[src/rtl/register_read_multi_pkg.sv]
// Shared types for the register-read stage: dispatch/exec packet layouts and
// the output buffer state encoding.
package register_read_multi_pkg;

    localparam int XLEN   = 32;
    localparam int PREG_W = 6;

    typedef struct packed {
        logic              instr_valid;
        logic [XLEN-1:0]   pc;
        logic [PREG_W-1:0] dst_preg;
        logic [PREG_W-1:0] src1_preg;
        logic [PREG_W-1:0] src2_preg;
        logic [XLEN-1:0]   imm_val;
    } disp_packet_t;

    typedef struct packed {
        logic              instr_valid;
        logic [XLEN-1:0]   pc;
        logic [PREG_W-1:0] dst_preg;
        logic [PREG_W-1:0] src1_preg;
        logic [PREG_W-1:0] src2_preg;
        logic [XLEN-1:0]   imm_val;
        logic [XLEN-1:0]   src1_val;
        logic [XLEN-1:0]   src2_val;
    } exec_packet_t;

    typedef enum logic [1:0] {
        RR_EMPTY = 2'd0,
        RR_MAIN  = 2'd1,
        RR_SKID  = 2'd2
    } rr_state_t;

endpackage

[src/rtl/register_read_multi_if.sv]
// Bundle of scheduler, register-file, forwarding and execute-side signals of
// the register-read stage. slave = the stage itself, master = its environment.
interface register_read_multi_if
    import register_read_multi_pkg::*;
#(
    parameter int NUM_LANES = 2,
    parameter int NUM_FWD   = 3
) ();

    logic [NUM_LANES-1:0]             in_valid;
    disp_packet_t [NUM_LANES-1:0]     in_pkt;
    logic                             in_ready;

    logic [NUM_LANES-1:0][PREG_W-1:0] rf_src1_preg;
    logic [NUM_LANES-1:0][PREG_W-1:0] rf_src2_preg;
    logic [NUM_LANES-1:0][XLEN-1:0]   rf_src1_val;
    logic [NUM_LANES-1:0][XLEN-1:0]   rf_src2_val;

    logic [NUM_FWD-1:0]               fwd_valid;
    logic [NUM_FWD-1:0][PREG_W-1:0]   fwd_preg;
    logic [NUM_FWD-1:0][XLEN-1:0]     fwd_val;

    logic [NUM_LANES-1:0]             out_valid;
    exec_packet_t [NUM_LANES-1:0]     out_pkt;
    logic                             out_ready;

    logic                             flush;
    logic [31:0]                      stall_cnt;

    modport slave (
        input  in_valid, in_pkt, rf_src1_val, rf_src2_val,
        input  fwd_valid, fwd_preg, fwd_val, out_ready, flush,
        output in_ready, rf_src1_preg, rf_src2_preg, out_valid, out_pkt, stall_cnt
    );

    modport master (
        output in_valid, in_pkt, rf_src1_val, rf_src2_val,
        output fwd_valid, fwd_preg, fwd_val, out_ready, flush,
        input  in_ready, rf_src1_preg, rf_src2_preg, out_valid, out_pkt, stall_cnt
    );

endinterface

[src/rtl/register_read_multi_rr_operand_sel.sv]
// Priority forwarding mux for a single source operand: preg 0 reads as zero,
// otherwise the lowest-index matching forward source beats the register file.
module rr_operand_sel #(
    parameter int NUM_FWD = 3,
    parameter int PREG_W  = 6,
    parameter int XLEN    = 32
) (
    input  logic [PREG_W-1:0]               preg_i,
    input  logic [XLEN-1:0]                 rf_val_i,
    input  logic [NUM_FWD-1:0]              fwd_valid_i,
    input  logic [NUM_FWD-1:0][PREG_W-1:0]  fwd_preg_i,
    input  logic [NUM_FWD-1:0][XLEN-1:0]    fwd_val_i,
    output logic [XLEN-1:0]                 val_o
);

    always_comb begin
        val_o = rf_val_i;
        // Walk from lowest priority upward so the youngest producer wins last.
        for (int f = NUM_FWD - 1; f >= 0; f--) begin
            if (fwd_valid_i[f] && (fwd_preg_i[f] == preg_i)) begin
                val_o = fwd_val_i[f];
            end
        end
        if (preg_i == '0) begin
            val_o = '0;
        end
    end

endmodule

[src/rtl/register_read_multi.sv]
// Multi-lane register-read stage: resolves operands at accept time and holds
// the resulting bundle in a main register backed by one skid entry.
module register_read_multi
    import register_read_multi_pkg::*;
#(
    parameter int NUM_LANES = 2,
    parameter int NUM_FWD   = 3
) (
    input  logic                 clk,
    input  logic                 rst_n,
    register_read_multi_if.slave bus
);

    rr_state_t                      state_q, state_d;
    exec_packet_t [NUM_LANES-1:0]   main_pkt_q, main_pkt_d;
    exec_packet_t [NUM_LANES-1:0]   skid_pkt_q, skid_pkt_d;
    logic [NUM_LANES-1:0]           main_valid_q, main_valid_d;
    logic [NUM_LANES-1:0]           skid_valid_q, skid_valid_d;
    logic [31:0]                    stall_cnt_q;

    exec_packet_t [NUM_LANES-1:0]   cap_pkt;
    logic [NUM_LANES-1:0][XLEN-1:0] src1_val;
    logic [NUM_LANES-1:0][XLEN-1:0] src2_val;
    logic                           in_ready;
    logic                           accept;

    generate
        for (genvar gi = 0; gi < NUM_LANES; gi++) begin : g_lane
            assign bus.rf_src1_preg[gi] = bus.in_pkt[gi].src1_preg;
            assign bus.rf_src2_preg[gi] = bus.in_pkt[gi].src2_preg;

            rr_operand_sel #(.NUM_FWD(NUM_FWD), .PREG_W(PREG_W), .XLEN(XLEN)) u_src1_sel (
                .preg_i      (bus.in_pkt[gi].src1_preg),
                .rf_val_i    (bus.rf_src1_val[gi]),
                .fwd_valid_i (bus.fwd_valid),
                .fwd_preg_i  (bus.fwd_preg),
                .fwd_val_i   (bus.fwd_val),
                .val_o       (src1_val[gi])
            );

            rr_operand_sel #(.NUM_FWD(NUM_FWD), .PREG_W(PREG_W), .XLEN(XLEN)) u_src2_sel (
                .preg_i      (bus.in_pkt[gi].src2_preg),
                .rf_val_i    (bus.rf_src2_val[gi]),
                .fwd_valid_i (bus.fwd_valid),
                .fwd_preg_i  (bus.fwd_preg),
                .fwd_val_i   (bus.fwd_val),
                .val_o       (src2_val[gi])
            );
        end
    endgenerate

    always_comb begin
        cap_pkt = '0;
        for (int l = 0; l < NUM_LANES; l++) begin
            cap_pkt[l].instr_valid = bus.in_pkt[l].instr_valid;
            cap_pkt[l].pc          = bus.in_pkt[l].pc;
            cap_pkt[l].dst_preg    = bus.in_pkt[l].dst_preg;
            cap_pkt[l].src1_preg   = bus.in_pkt[l].src1_preg;
            cap_pkt[l].src2_preg   = bus.in_pkt[l].src2_preg;
            cap_pkt[l].imm_val     = bus.in_pkt[l].imm_val;
            cap_pkt[l].src1_val    = src1_val[l];
            cap_pkt[l].src2_val    = src2_val[l];
        end
    end

    // Ready depends only on registered state, never on out_ready.
    assign in_ready = rst_n & (state_q != RR_SKID) & ~bus.flush;
    assign accept   = in_ready & (|bus.in_valid);

    always_comb begin
        state_d      = state_q;
        main_pkt_d   = main_pkt_q;
        main_valid_d = main_valid_q;
        skid_pkt_d   = skid_pkt_q;
        skid_valid_d = skid_valid_q;
        if (bus.flush) begin
            state_d      = RR_EMPTY;
            main_pkt_d   = '0;
            main_valid_d = '0;
            skid_pkt_d   = '0;
            skid_valid_d = '0;
        end else begin
            case (state_q)
                RR_EMPTY: begin
                    if (accept) begin
                        state_d      = RR_MAIN;
                        main_pkt_d   = cap_pkt;
                        main_valid_d = bus.in_valid;
                    end
                end
                RR_MAIN: begin
                    if (bus.out_ready) begin
                        if (accept) begin
                            main_pkt_d   = cap_pkt;
                            main_valid_d = bus.in_valid;
                        end else begin
                            state_d      = RR_EMPTY;
                            main_valid_d = '0;
                        end
                    end else if (accept) begin
                        state_d      = RR_SKID;
                        skid_pkt_d   = cap_pkt;
                        skid_valid_d = bus.in_valid;
                    end
                end
                RR_SKID: begin
                    if (bus.out_ready) begin
                        state_d      = RR_MAIN;
                        main_pkt_d   = skid_pkt_q;
                        main_valid_d = skid_valid_q;
                        skid_valid_d = '0;
                    end
                end
                default: state_d = RR_EMPTY;
            endcase
        end
    end

    always_ff @(posedge clk or negedge rst_n) begin
        if (!rst_n) begin
            state_q      <= RR_EMPTY;
            main_pkt_q   <= '0;
            main_valid_q <= '0;
            skid_pkt_q   <= '0;
            skid_valid_q <= '0;
            stall_cnt_q  <= '0;
        end else begin
            state_q      <= state_d;
            main_pkt_q   <= main_pkt_d;
            main_valid_q <= main_valid_d;
            skid_pkt_q   <= skid_pkt_d;
            skid_valid_q <= skid_valid_d;
            if ((|main_valid_q) && !bus.out_ready && (stall_cnt_q != 32'hFFFF_FFFF)) begin
                stall_cnt_q <= stall_cnt_q + 32'd1;
            end
        end
    end

    assign bus.in_ready  = in_ready;
    assign bus.out_valid = main_valid_q;
    assign bus.out_pkt   = main_pkt_q;
    assign bus.stall_cnt = stall_cnt_q;

endmodule
[src/flat_wrapper.sv]
// flat-port wrapper written by rule: the top's interface ports become plain ports
module register_read_multi_flat import register_read_multi_pkg::*;
#(
    parameter int NUM_LANES = 2,
    parameter int NUM_FWD   = 3
)
  (clk, rst_n, bus_in_valid, bus_in_pkt, bus_rf_src1_val, bus_rf_src2_val, bus_fwd_valid, bus_fwd_preg, bus_fwd_val, bus_out_ready, bus_flush, bus_in_ready, bus_rf_src1_preg, bus_rf_src2_preg, bus_out_valid, bus_out_pkt, bus_stall_cnt);
  register_read_multi_if #(.NUM_LANES(NUM_LANES), .NUM_FWD(NUM_FWD)) bus_i ();
  input  logic clk;
  input  logic rst_n;
  input wire logic [$bits(bus_i.in_valid)-1:0] bus_in_valid;
  input wire logic [$bits(bus_i.in_pkt)-1:0] bus_in_pkt;
  input wire logic [$bits(bus_i.rf_src1_val)-1:0] bus_rf_src1_val;
  input wire logic [$bits(bus_i.rf_src2_val)-1:0] bus_rf_src2_val;
  input wire logic [$bits(bus_i.fwd_valid)-1:0] bus_fwd_valid;
  input wire logic [$bits(bus_i.fwd_preg)-1:0] bus_fwd_preg;
  input wire logic [$bits(bus_i.fwd_val)-1:0] bus_fwd_val;
  input wire logic [$bits(bus_i.out_ready)-1:0] bus_out_ready;
  input wire logic [$bits(bus_i.flush)-1:0] bus_flush;
  output wire logic [$bits(bus_i.in_ready)-1:0] bus_in_ready;
  output wire logic [$bits(bus_i.rf_src1_preg)-1:0] bus_rf_src1_preg;
  output wire logic [$bits(bus_i.rf_src2_preg)-1:0] bus_rf_src2_preg;
  output wire logic [$bits(bus_i.out_valid)-1:0] bus_out_valid;
  output wire logic [$bits(bus_i.out_pkt)-1:0] bus_out_pkt;
  output wire logic [$bits(bus_i.stall_cnt)-1:0] bus_stall_cnt;
  assign bus_i.in_valid = bus_in_valid;
  assign bus_i.in_pkt = bus_in_pkt;
  assign bus_i.rf_src1_val = bus_rf_src1_val;
  assign bus_i.rf_src2_val = bus_rf_src2_val;
  assign bus_i.fwd_valid = bus_fwd_valid;
  assign bus_i.fwd_preg = bus_fwd_preg;
  assign bus_i.fwd_val = bus_fwd_val;
  assign bus_i.out_ready = bus_out_ready;
  assign bus_i.flush = bus_flush;
  assign bus_in_ready = bus_i.in_ready;
  assign bus_rf_src1_preg = bus_i.rf_src1_preg;
  assign bus_rf_src2_preg = bus_i.rf_src2_preg;
  assign bus_out_valid = bus_i.out_valid;
  assign bus_out_pkt = bus_i.out_pkt;
  assign bus_stall_cnt = bus_i.stall_cnt;
  register_read_multi #(.NUM_LANES(NUM_LANES), .NUM_FWD(NUM_FWD)) u_core (.clk(clk), .rst_n(rst_n), .bus(bus_i));
endmodule
[config.mk]
export PLATFORM = sky130hd
export DESIGN_NAME = register_read_multi_flat
export DESIGN_NICKNAME = d
export VERILOG_FILES = /design/src/rtl/register_read_multi_pkg.sv /design/src/rtl/register_read_multi_if.sv /design/src/rtl/register_read_multi_rr_operand_sel.sv /design/src/rtl/register_read_multi.sv /design/src/flat_wrapper.sv
export SDC_FILE = /design/constraint.sdc
export NUM_CORES = 1
export LEC_CHECK = 0
export CORE_AREA = 5 5 297 299
export DETAILED_ROUTE_END_ITERATION = 7
export DIE_AREA = 0 0 302 304
export DONT_BUFFER_PORTS = 1
export GPL_TIMING_DRIVEN = 0
export PLACE_DENSITY_LB_ADDON = 0.08
export SLEW_MARGIN = 20
export SYNTH_ARGS = -nofsm -noshare
export SYNTH_HDL_FRONTEND = slang
export SYNTH_SLANG_ARGS = --single-unit
[constraint.sdc]
create_clock -name clk -period 2.8 [get_ports clk]
set_input_delay 0.56 -clock clk [delete_from_list [all_inputs] [get_ports clk]]
set_output_delay 0.56 -clock clk [all_outputs]
set_load 0.005 [all_outputs]
==> impl_metrics.yaml <==
clock_network:
  clock-root-buffer: "clkbuf_16"
  cts_buffers: 76
  clock-sinks: 626
  cts_buffer_depth: 3
  clk_pin_slew_worst_paths_ps: 60
  htree_levels: 3
  clk_latency_ps: 660
  cts_tree: "built"
floorplanning:
  start_util: 0.398
  design.core.area_sq_um: 84900
  rows: 107
  dieArea_sq_um: 91800
  die_x_microns: 302
  die_h_microns: 304
  io_pins: 770
critical_path:
  r2r-end: "u_core.bus.out_pkt[180]$_DFFE_PN0P_"
  path_buf_inv: 2
  slowest_stage: "buf_1"
  r2r-start: "u_core.state_q[1]$_DFFE_PN0P_"
  worst_setup_path_end_kind: "flop"
  reg2regPathDepth: 8
  crit_chain: "inv_1 > ha_1 > or3_1 > o31a_1 > nand2_4 > buf_1 > a22o_1 > a221o_1"
  crit_family: "buffers and inverters"
  crit_path_max_fanout: 10
  critPathMaxStageDelay_ps: 690
  crit_type: "flop to flop"
  cp.required_ps: 3380
  arrival_ps: 3320
  r2r_slack_ps: 60
  startpoint_type: "flop"
drt:
  wl_microns: 170000
  wl_per_cell_microns: 35.0
  num_vias: 32100
  drt_iter0_drc: 4260
  ant_nets: 0
  drc: 13
  first_pass_iters: 8
  post_drt_via_cell_ratio: 6.63
placement:
  place_area_sq_um: 35200
  dp_cells: 4651
  gp_congestion: 0.974
  io_buffers: 0
  dpl.hpwl_microns: 126000
  preCtsSetupSlack_ps: -691
power:
  ir_drop_uv: 497
  powerDensity_nw_per_um2: 661
  p_leak_uw: 0.0153
synth:
  synth_top_family_by_area: "compound AO/OA/AOI/OAI gates"
  synthTopCellsByCount: "626 x dfrtp_1, 354 x nand2_1, 243 x clkbuf_1"
  synth_edf_count: 0
  synth-seq-cells: 626
  syn_area_sq_um: 33800
  seq_area_frac_synth: 0.464
  yosysMostFrequentCell: "dfrtp_1"
  synthSimpleGateAreaFrac: 0.150
  synth_compound_area_frac: 0.249
  muxShareOfSynthArea: 0.0498
  ys.warnings.count: 0
  synth_flop_cell: "dfrtp_1"
  yosys.area_share.xor_xnor: 0.0264
  yosysUniqueCellTypes: 61
  synth-adder-area-share: 0.00185
  netlist_instances: 3507
  ys_async_sr_fraction: 1.00
  yosys-top-cells-area: "dfrtp_1 46%, o31ai_1 5.3%, mux2i_1 5.0%, nand2_1 3.9%, a221o_1 3.8%"
  avgSynthCellArea_sq_um: 9.64
  yosysTopAreaCell: "dfrtp_1"
  synth_nets: 3929
  yosys.area.top_type_share: 0.464
timing:
  finalSetupViolCount: 0
  min_period_ps: 2740
  holdWs_ps: -34.0
  fmax_ghz: 0.365
  tightestPinTransition_ps: 1040
  slew_headroom: 0.309
  fin_skew_ps: 50.1
  fin_ws_ps: 56.5
  fin_tns_setup_ps: 0
  drv_slew: 0
  hold_viol: 31
  finalCritPeriodShare: 0.980
global_routing:
  grt_pass1_wl_microns: 237000
  grt_max_degree: 629
  antenna_found_initial: 46
  track_usage: 0.352
  gr-total-overflow: 0
  grt_pass1_vias: 31900
layout:
  fillCellCount: 8261
  multi_input_area_sq_um: 16200
  final_util: 0.453
  final_cells: 4842
  syn_to_final_growth_pct: 13.8
  nNetsFinal: 4026
  seq_area_sq_um: 15700
  stdcell_area_sq_um: 38500
  drive_gt1_frac: 0.118
min_path:
  hp-class: "primary input to asynchronous set/reset pin"
run_status:
  violations: "design-rule violations, negative hold slack"
  outcome: "finished with violations"
flow_run:
  max_cap_violations: 0
worst max path at each step:
stage,start,to,cells past startpoint
after global routing,u_core.state_q[1]$_DFFE_PN0P_,u_core.bus.out_pkt[180]$_DFFE_PN0P_,8
after global placement,rst_n,u_core.skid_pkt_q[263]$_DFFE_PN0P_,6
after detailed placement,u_core.state_q[0]$_DFFE_PN0P_,u_core.skid_pkt_q[89]$_DFFE_PN0P_,9
after CTS,u_core.state_q[0]$_DFFE_PN0P_,u_core.skid_pkt_q[17]$_DFFE_PN0P_,9
after floorplan,u_core.state_q[0]$_DFFE_PN0P_,u_core.skid_pkt_q[14]$_DFFE_PN0P_,12
final,u_core.state_q[1]$_DFFE_PN0P_,u_core.bus.out_pkt[180]$_DFFE_PN0P_,8
state kept, by name, indices dropped and copies added, names as in the netlist:
| register | cells |
|---|---|
| u_core.bus.out_pkt | 294 |
| u_core.skid_valid_q | 2 |
| u_core.state_q | 2 |
| u_core.skid_pkt_q | 294 |
| u_core.bus.out_valid | 2 |
| u_core.bus.stall_cnt | 32 |
routing by layer:
layer  part of all wire  GRT usage
met4              0.058      0.178
met5             0.0012          0
met1               0.35      0.405
met3               0.12      0.139
met2               0.47      0.567
metrics by stage:
| step | power (uW) | hold slack [ps] |
|---|---|---|
| floorplan | 13000 | 264 |
| global placement | 14600 | 292 |
| detailed placement | 14700 | 298 |
| CTS | 25200 | -383 |
| global route | 26200 | 15.8 |
| finish | 25400 | -34.0 |
cell usage in the layout (no fill, tap or decap), drive strengths merged, types with 4 or more instances in the layout:
cell / instances
o31ai: 242
ha: 5
or2: 10
or3: 6
buf: 181
nand2b: 166
bufinv: 7
clkinv: 18
xor2: 21
inv: 10
nor4b: 6
a22oi: 128
a221o: 128
a31o: 54
dfrtp: 626
and3: 80
a31oi: 130
nor2: 30
nor2b: 5
a22o: 128
clkbuf: 365
dlygate4sd3: 6
nor3: 135
o21ai: 353
diode: 35
nand3: 161
nor4: 9
and4: 4
xnor2: 81
mux2i: 168
nand4: 20
nand2: 354
layout make-up:
cell class | instances | share of cell area
Antenna cell | 35 | 0.00228
Buffer | 421 | 0.0573
Clock buffer | 112 | 0.0571
Clock inverter | 25 | 0.0110
Inverter | 10 | 0.00111
Multi-Input combinational cell | 2450 | 0.420
Sequential cell | 626 | 0.407
Tap cell | 1144 | 0.0372
Timing Repair Buffer | 19 | 0.00670
where the power goes:
part,internal (uW),switching [uW]
Sequential,9880,1050
Clock,6150,4380
Combinational,1360,2600
Total,17400,8030
cells by family after synthesis:
family                     Yosys count
xor gates and xnor gates           102
muxes                              168
DFF                                626
AOI/OAI and AO/OA                 1181
buffers and inverters              431
and+or+nand+nor                    994
adders and majority gates            5
timing repair:
| action | 4_1_cts | 5_1_grt |
|---|---|---|
| endpoints found under the setup margin | 583 | 497 |
| resized for setup | 84 | 51 |
| cloned | 0 | 0 |
| buffers inserted | 4 | 4 |
| hold buffers | 5 | 2 |
| hold endpoints to repair | 631 | 64 |
| pin swaps | 3 | 2 |
(Power assumes the default switching activity.)
